$ cat src/rtl/cic_pkg.sv
// Shared types and helpers for the CIC rate/sequencing controller.
package cic_pkg;

  typedef enum logic [1:0] {
    IDLE  = 2'd0,
    CLEAR = 2'd1,
    FILL  = 2'd2,
    RUN   = 2'd3
  } ctrl_state_e;

  localparam int unsigned CIC_RATE_W = 3;
  typedef logic [CIC_RATE_W-1:0] rate_t;

  // Legal log2(RATE) values are 1..max_rate; zero would mean no decimation at all.
  function automatic logic is_legal_rate(input int unsigned rate, input int unsigned max_rate);
    return (rate >= 32'd1) && (rate <= max_rate);
  endfunction

endpackage

$ cat src/rtl/cic_rate_ctrl.sv
// Sequencing/config controller for the CIC datapath: clear -> fill -> run on every
// start or rate change, gating out_valid so transient samples never escape.
module cic_rate_ctrl
  import cic_pkg::*;
#(
  parameter int unsigned N_STAGES      = 3,
  parameter int unsigned MAX_LOG2_RATE = 4,
  parameter int unsigned DEF_LOG2_RATE = 2,
  parameter int unsigned CLR_CYCLES    = 2,
  parameter int unsigned RATE_W        = 3
) (
  input  logic              clk_slow,
  input  logic              rstn,
  input  logic              en,
  input  logic              cfg_req,
  input  logic [RATE_W-1:0] cfg_log2_rate,
  output logic              cfg_ack,
  output logic              cfg_err,
  output logic [RATE_W-1:0] rate_log2,
  output logic              clear,
  output logic              out_valid,
  output logic              busy
);

  localparam int unsigned CNT_MAX = (CLR_CYCLES > N_STAGES + 1) ? CLR_CYCLES : N_STAGES + 1;
  localparam int unsigned CNT_W   = $clog2(CNT_MAX) + 1;
  localparam logic [CNT_W-1:0] FILL_LOAD = CNT_W'(N_STAGES + 1);
  localparam logic [CNT_W-1:0] CLR_LOAD  = CNT_W'(CLR_CYCLES);
  localparam logic [CNT_W-1:0] CNT_ONE   = CNT_W'(1);

  ctrl_state_e       state_q, state_d;
  logic [CNT_W-1:0]  cnt_q, cnt_d;
  logic [RATE_W-1:0] rate_q, rate_d;
  logic              ack_q, ack_d;
  logic              err_q, err_d;
  logic              clear_q, clear_d;
  logic              valid_q, valid_d;
  logic              busy_q, busy_d;
  logic              req_seen;
  logic              req_ok;

  always_comb begin
    state_d  = state_q;
    cnt_d    = cnt_q;
    rate_d   = rate_q;
    ack_d    = 1'b0;
    err_d    = 1'b0;
    // A request still high while its ack is showing is the one just consumed.
    req_seen = cfg_req && !ack_q;
    req_ok   = is_legal_rate(32'(cfg_log2_rate), MAX_LOG2_RATE);

    unique case (state_q)
      IDLE: begin
        if (req_seen) begin
          ack_d = 1'b1;
          if (req_ok) rate_d = cfg_log2_rate;
          else        err_d  = 1'b1;
        end else if (en) begin
          state_d = FILL;
          cnt_d   = FILL_LOAD;
        end
      end
      CLEAR: begin
        if (!en) begin
          state_d = IDLE;
          cnt_d   = '0;
        end else if (cnt_q <= CNT_ONE) begin
          state_d = FILL;
          cnt_d   = FILL_LOAD;
        end else begin
          cnt_d = cnt_q - CNT_ONE;
        end
      end
      FILL: begin
        if (!en) begin
          state_d = IDLE;
          cnt_d   = '0;
        end else if (cnt_q <= CNT_ONE) begin
          state_d = RUN;
          cnt_d   = '0;
        end else begin
          cnt_d = cnt_q - CNT_ONE;
        end
      end
      RUN: begin
        if (!en) begin
          state_d = IDLE;
        end else if (req_seen) begin
          ack_d = 1'b1;
          if (req_ok) begin
            rate_d  = cfg_log2_rate;
            state_d = CLEAR;
            cnt_d   = CLR_LOAD;
          end else begin
            err_d = 1'b1;
          end
        end
      end
      default: begin
        state_d = IDLE;
        cnt_d   = '0;
      end
    endcase

    // Status outputs are decoded from the next state so they register with it.
    clear_d = (state_d == IDLE) || (state_d == CLEAR);
    valid_d = (state_d == RUN);
    busy_d  = (state_d == CLEAR) || (state_d == FILL);
  end

  always_ff @(posedge clk_slow or negedge rstn) begin
    if (!rstn) begin
      state_q <= IDLE;
      cnt_q   <= '0;
      rate_q  <= RATE_W'(DEF_LOG2_RATE);
      ack_q   <= 1'b0;
      err_q   <= 1'b0;
      clear_q <= 1'b1;
      valid_q <= 1'b0;
      busy_q  <= 1'b0;
    end else begin
      state_q <= state_d;
      cnt_q   <= cnt_d;
      rate_q  <= rate_d;
      ack_q   <= ack_d;
      err_q   <= err_d;
      clear_q <= clear_d;
      valid_q <= valid_d;
      busy_q  <= busy_d;
    end
  end

  assign cfg_ack   = ack_q;
  assign cfg_err   = err_q;
  assign rate_log2 = rate_q;
  assign clear     = clear_q;
  assign out_valid = valid_q;
  assign busy      = busy_q;

endmodule

$ cat config.mk
export PLATFORM = sky130hd
export DESIGN_NAME = cic_rate_ctrl
export DESIGN_NICKNAME = d
export VERILOG_FILES = /design/src/rtl/cic_pkg.sv /design/src/rtl/cic_rate_ctrl.sv
export SDC_FILE = /design/constraint.sdc
export NUM_CORES = 1
export LEC_CHECK = 0
export CORE_MARGIN = 2
export CORE_UTILIZATION = 53
export CTS_BUF_LIST = sky130_fd_sc_hd__clkbuf_16
export DETAILED_ROUTE_END_ITERATION = 16
export PLACE_DENSITY = 0.85
export SLEW_MARGIN = 40
export SYNTH_ARGS = -nofsm -noshare
export SYNTH_HDL_FRONTEND = slang
export SYNTH_SLANG_ARGS = --single-unit
$ cat constraint.sdc
create_clock -name clk_slow -period 5.8 [get_ports clk_slow]
set_input_delay 1.45 -clock clk_slow [delete_from_list [all_inputs] [get_ports clk_slow]]
set_output_delay 1.45 -clock clk_slow [all_outputs]
set_load 0.01 [all_outputs]
Word level (Yosys, flattened, before mapping) --
Cells that the tools add are included.
Storage, ports and cells: register bits 13, output and inout port bits 8
Operators by class: $add $sub $neg 1, $lt $le $gt $ge 3, equality and inequality tests 11, muxes and demuxes 31, reduce and logical (&&, ||, !) cells 10
Operator list (number):
- $mux W3 | 12
- $mux W2 | 9
- $pmux W3 S4 | 1
- $ne A2 B2 Y1 const B | 5
- $eq A2 B2 Y1 const B | 4
- $pmux W2 S4 | 1
- $pmux W3 S2 | 1
- $mux W1 | 5
- $reduce_and A5 Y1 | 1
- $eq A2 B1 Y1 const B | 2
- $logic_not A2 Y1 | 2
- $pmux W1 S2 | 2
- $ge A3 B1 Y1 const B | 1
- $le A3 B1 Y1 const B | 1
- $le A3 B3 Y1 const B | 1
- $sub A3 B1 Y3 const B | 1
- $logic_and A1 B1 Y1 | 2
- $logic_or A1 B1 Y1 | 2
- $reduce_and A2 Y1 | 1
- $reduce_bool A2 Y1 | 1
- $logic_not A1 Y1 | 1

Depth between registers and ports, before layout --
depth in word-level cells 8, depth in mapped cells 7, depth with buffers taken out 7

Worst setup path after synthesis --
Ideal clock, no wire load.
path type input port to flip-flop, start input port cfg_log2_rate[0], end register cnt_q[1], setup time 125 ps, arrival time 2583 ps, required time 5675 ps, setup slack 3092 ps, stages on the path 4, path buffers 0, path through o21a_1 > or3_4 > o22ai_1 > mux2_2
On the way: word-level cells in the longest chain between the ends 4
RTL lines:
- from (decl) | RTL line cic_rate_ctrl.sv:16 | input logic [RATE_W-1:0] cfg_log2_rate,
- $ge A3 B1 Y1 or $le A3 B3 Y1 (tied branches) | RTL line cic_pkg.sv:16 | return (rate >= 32'd1) && (rate <= max_rate);
- $logic_and A1 B1 Y1 * | RTL line cic_pkg.sv:16
- $ne A2 B2 Y1 (no source line) *
- $reduce_and A5 Y1 (no source line) *
- to (signal assigned) | RTL line cic_rate_ctrl.sv:123 | cnt_q <= cnt_d;
- to (decl) | RTL line cic_rate_ctrl.sv:32 | logic [CNT_W-1:0] cnt_q, cnt_d;
Every way passes the cells marked *; elsewhere a longest branch is shown, timed or not. A chain may end at the register's enable or synchronous reset.

Final worst setup path --
start input port en, end register busy_q, in the netlist busy
On the way: word-level cells in the longest chain between the ends 5
RTL lines:
- from (decl) | RTL line cic_rate_ctrl.sv:14 | input logic en,
- $mux W2 | RTL line cic_rate_ctrl.sv:58 | end else if (en) begin
- $mux W2 | RTL line cic_rate_ctrl.sv:54 | if (req_seen) begin
- $pmux W2 S4 * | RTL line cic_rate_ctrl.sv:52 | unique case (state_q)
- $eq A2 B1 Y1 or $eq A2 B2 Y1 (tied branches) | RTL line cic_rate_ctrl.sv:108 | busy_d = (state_d == CLEAR) || (state_d == FILL);
- $logic_or A1 B1 Y1 * | RTL line cic_rate_ctrl.sv:108
- via busy_d | RTL line cic_rate_ctrl.sv:38 | logic busy_q, busy_d;
- to (signal assigned) | RTL line cic_rate_ctrl.sv:129 | busy_q <= busy_d;
- to (decl) | RTL line cic_rate_ctrl.sv:38
The timed path passes the listed nets; every way through them passes the cells marked *.

==> results.json <==
{
  "multi_input_area_um2": 434.2,
  "start_kind": "input pin",
  "final_core_util_pct": 75.72,
  "clockRootBuffer": "clkbuf_16",
  "postCtsHoldBufs": 0,
  "crit_arrival_ps": 3200,
  "syn_area_um2": 788.3,
  "grt_max_degree": 14,
  "clk_path_buf_depth": 2,
  "cts_tree": "done",
  "fin_area_um2": 1022,
  "async_reset_ff_share_pct": 100.0,
  "mostFrequentLayoutCell": "clkdlybuf4s50_1",
  "layout_min_cycle_time_ps": 3082,
  "final_cell_mix": "14 x clkdlybuf4s50_1, 11 x dfrtp_1, 7 x inv_1, 7 x ha_1",
  "cts.sinks": 13,
  "synth.distinct_cells": 30,
  "gp_congestion": 0.8447,
  "port_buffers": 14,
  "finClkSkew_ps": 0.9146,
  "grtUsageTotal_pct": 19.53,
  "syn_nets": 86,
  "ys_seq_area_share_pct": 41.59,
  "num_io_pins": 15,
  "dieArea_um2": 1812,
  "drc": 0,
  "whs_path_depth": 1,
  "core_um2": 1350,
  "cp.required_ps": 5920,
  "tns_ps": 0,
  "regArea_um2": 327.8,
  "cts_max_level": 1,
  "hold_viol_final": 0,
  "avgSynthCellArea_um2": 10.95,
  "rows": 13,
  "dp_hpwl_um": 1102,
  "wl_um": 1603,
  "path_class": "in -> reg",
  "startpoint": "en",
  "ff2ff_setup_slack_ps": 3550,
  "synthTopCellsByArea": "dfrtp_1 35%, ha_1 11%, dfstp_2 6.7%, mux2_4 5.7%, o2bb2ai_1 4.4%",
  "drt_pass1_iterations": 4,
  "synth_edf_count": 0,
  "fin_crit_sh_pct": 53.14,
  "placed_area_um2": 943.4,
  "cts_setup_buffers": 0,
  "antenna_left": 0,
  "synth-main-ff-cell": "dfrtp_1",
  "maxSlewViolCount": 0,
  "wl_per_cell_um": 15.41,
  "final_nets": 104,
  "n_fill_cell": 93,
  "grt_pass1_vias": 600,
  "via_per_inst": 5.837,
  "grt-ovfl-total": 0,
  "worstReg2RegStart": "state_q[1]",
  "relSlewSlack_pct": 55.34,
  "leakagePower_uw": 0.0004455,
  "clock_latency_ps": 240,
  "rsz0062_at_grt": "no",
  "ys_warn_count": 0,
  "power_density_nw_per_um2": 596.3,
  "cp-endpoint": "busy",
  "antenna_found_initial": 0,
  "diodes": 0,
  "post_route_cells_drive_above_1_share_pct": 13.48,
  "hp-class": "reg -> reg",
  "syn_inst": 72,
  "reg2reg_depth": 7,
  "tightestPinTransition_ps": 662.9,
  "maxCapViolCount": 0,
  "power_uw": 609.6,
  "die_w_um": 42.57,
  "post_cts_resize_count": 0,
  "fmax_mhz": 324.5,
  "worst-path-max-fanout": 8,
  "rr_endpoint": "busy",
  "synth_top_area_share_pct": 34.92,
  "numCtsBuffers": 3,
  "synth_seq_cells": 13,
  "floorplan.initialDensity_pct": 58.39,
  "vias": 607,
  "irDropWorstVdd_mv": 0.3151,
  "cp-end-kind": "flip-flop",
  "drtIter0Drc": 11,
  "die_y_um": 42.57,
  "syn_to_final_growth_pct": 29.68,
  "clk_pin_slew_ps": 40,
  "yosys.area.top_type": "dfrtp_1",
  "run_status": "complete, no violations",
  "min-delay-start": "rate_log2[2]",
  "setup-violations-final": 0,
  "grt_pass1_wl_um": 2546
}
worst min path at each step:
stage | to | slack, ps
3_5_place_dp | rate_log2[2] | 500
3_3_place_gp | rate_log2[2] | 490
6_report | rate_log2[2] | 510
5_1_grt | rate_log2[0] | 530
4_1_cts | rate_log2[2] | 510
2_1_floorplan | cnt_q[1] | 500
state kept, by name, summed over array words and instances (netlist names):
register / cells
cnt_q: 3
cfg_ack: 1
busy: 1
state_q: 2
out_valid: 1
clear: 1
cfg_err: 1
rate_log2: 3
cell type report:
type / instances / share of cell area, %
multi-input combinational: 52 / 42.47
sequential: 13 / 32.07
timing repair buffer: 14 / 13.71
clock buffer: 3 / 7.344
inverter: 6 / 2.203
tap: 15 / 1.836
clock inverter: 1 / 0.3672
worst max-delay path, stage by stage:
cell             delay [ps]
clkdlybuf4s50_1         530
o21ai_0                 320
nor2b_1                 300
nand2b_1                180
o211ai_1                110
ha_1                    300
metal layers:
metal,track usage [%],share of wire (%),vias up,routed length (µm)
met3,5.603,4.7,6,76
met1,22.22,47,283,759
met4,13.13,2.9,0,46
met2,31.38,45,17,721
met5,0,0,-,0
li1,-,-,301,-
metrics by stage:
stage / cells / hold slack [ps] / setup slack (ps)
4_1_cts: 104 / 510.6 / 2724
6_report: 104 / 509.8 / 2718
3_3_place_gp: 100 / 491.7 / 2542
2_1_floorplan: 72 / 504.4 / 3092
3_5_place_dp: 100 / 496.3 / 2516
5_1_grt: 104 / 532.6 / 2587
synth_stat cells (all sizes together), types with 3 or more instances:
| cell type | count |
|---|---|
| dfrtp | 11 |
| ha | 7 |
| inv | 6 |
| mux2 | 4 |
| nand2b | 4 |
| nor2 | 3 |
| o21ai | 3 |
| o2bb2ai | 4 |
cells by family after synthesis:
kind of cell    after synthesis  synth area share [%]
fa+ha+maj                     7                 11.11
flops                        13                 41.59
mux                           6                 9.682
compound gates               22                 20.48
buf+inv                       7                 3.333
simple gates                 17                 13.81
report_power, final:
group          switching (µW)  total (µW)  internal [µW]
Combinational             156         319            163
Clock                    37.3         128           90.8
Sequential               24.6         162            138
Total                     217         610            392
No activity file was read; power rests on OpenSTA's default activity.
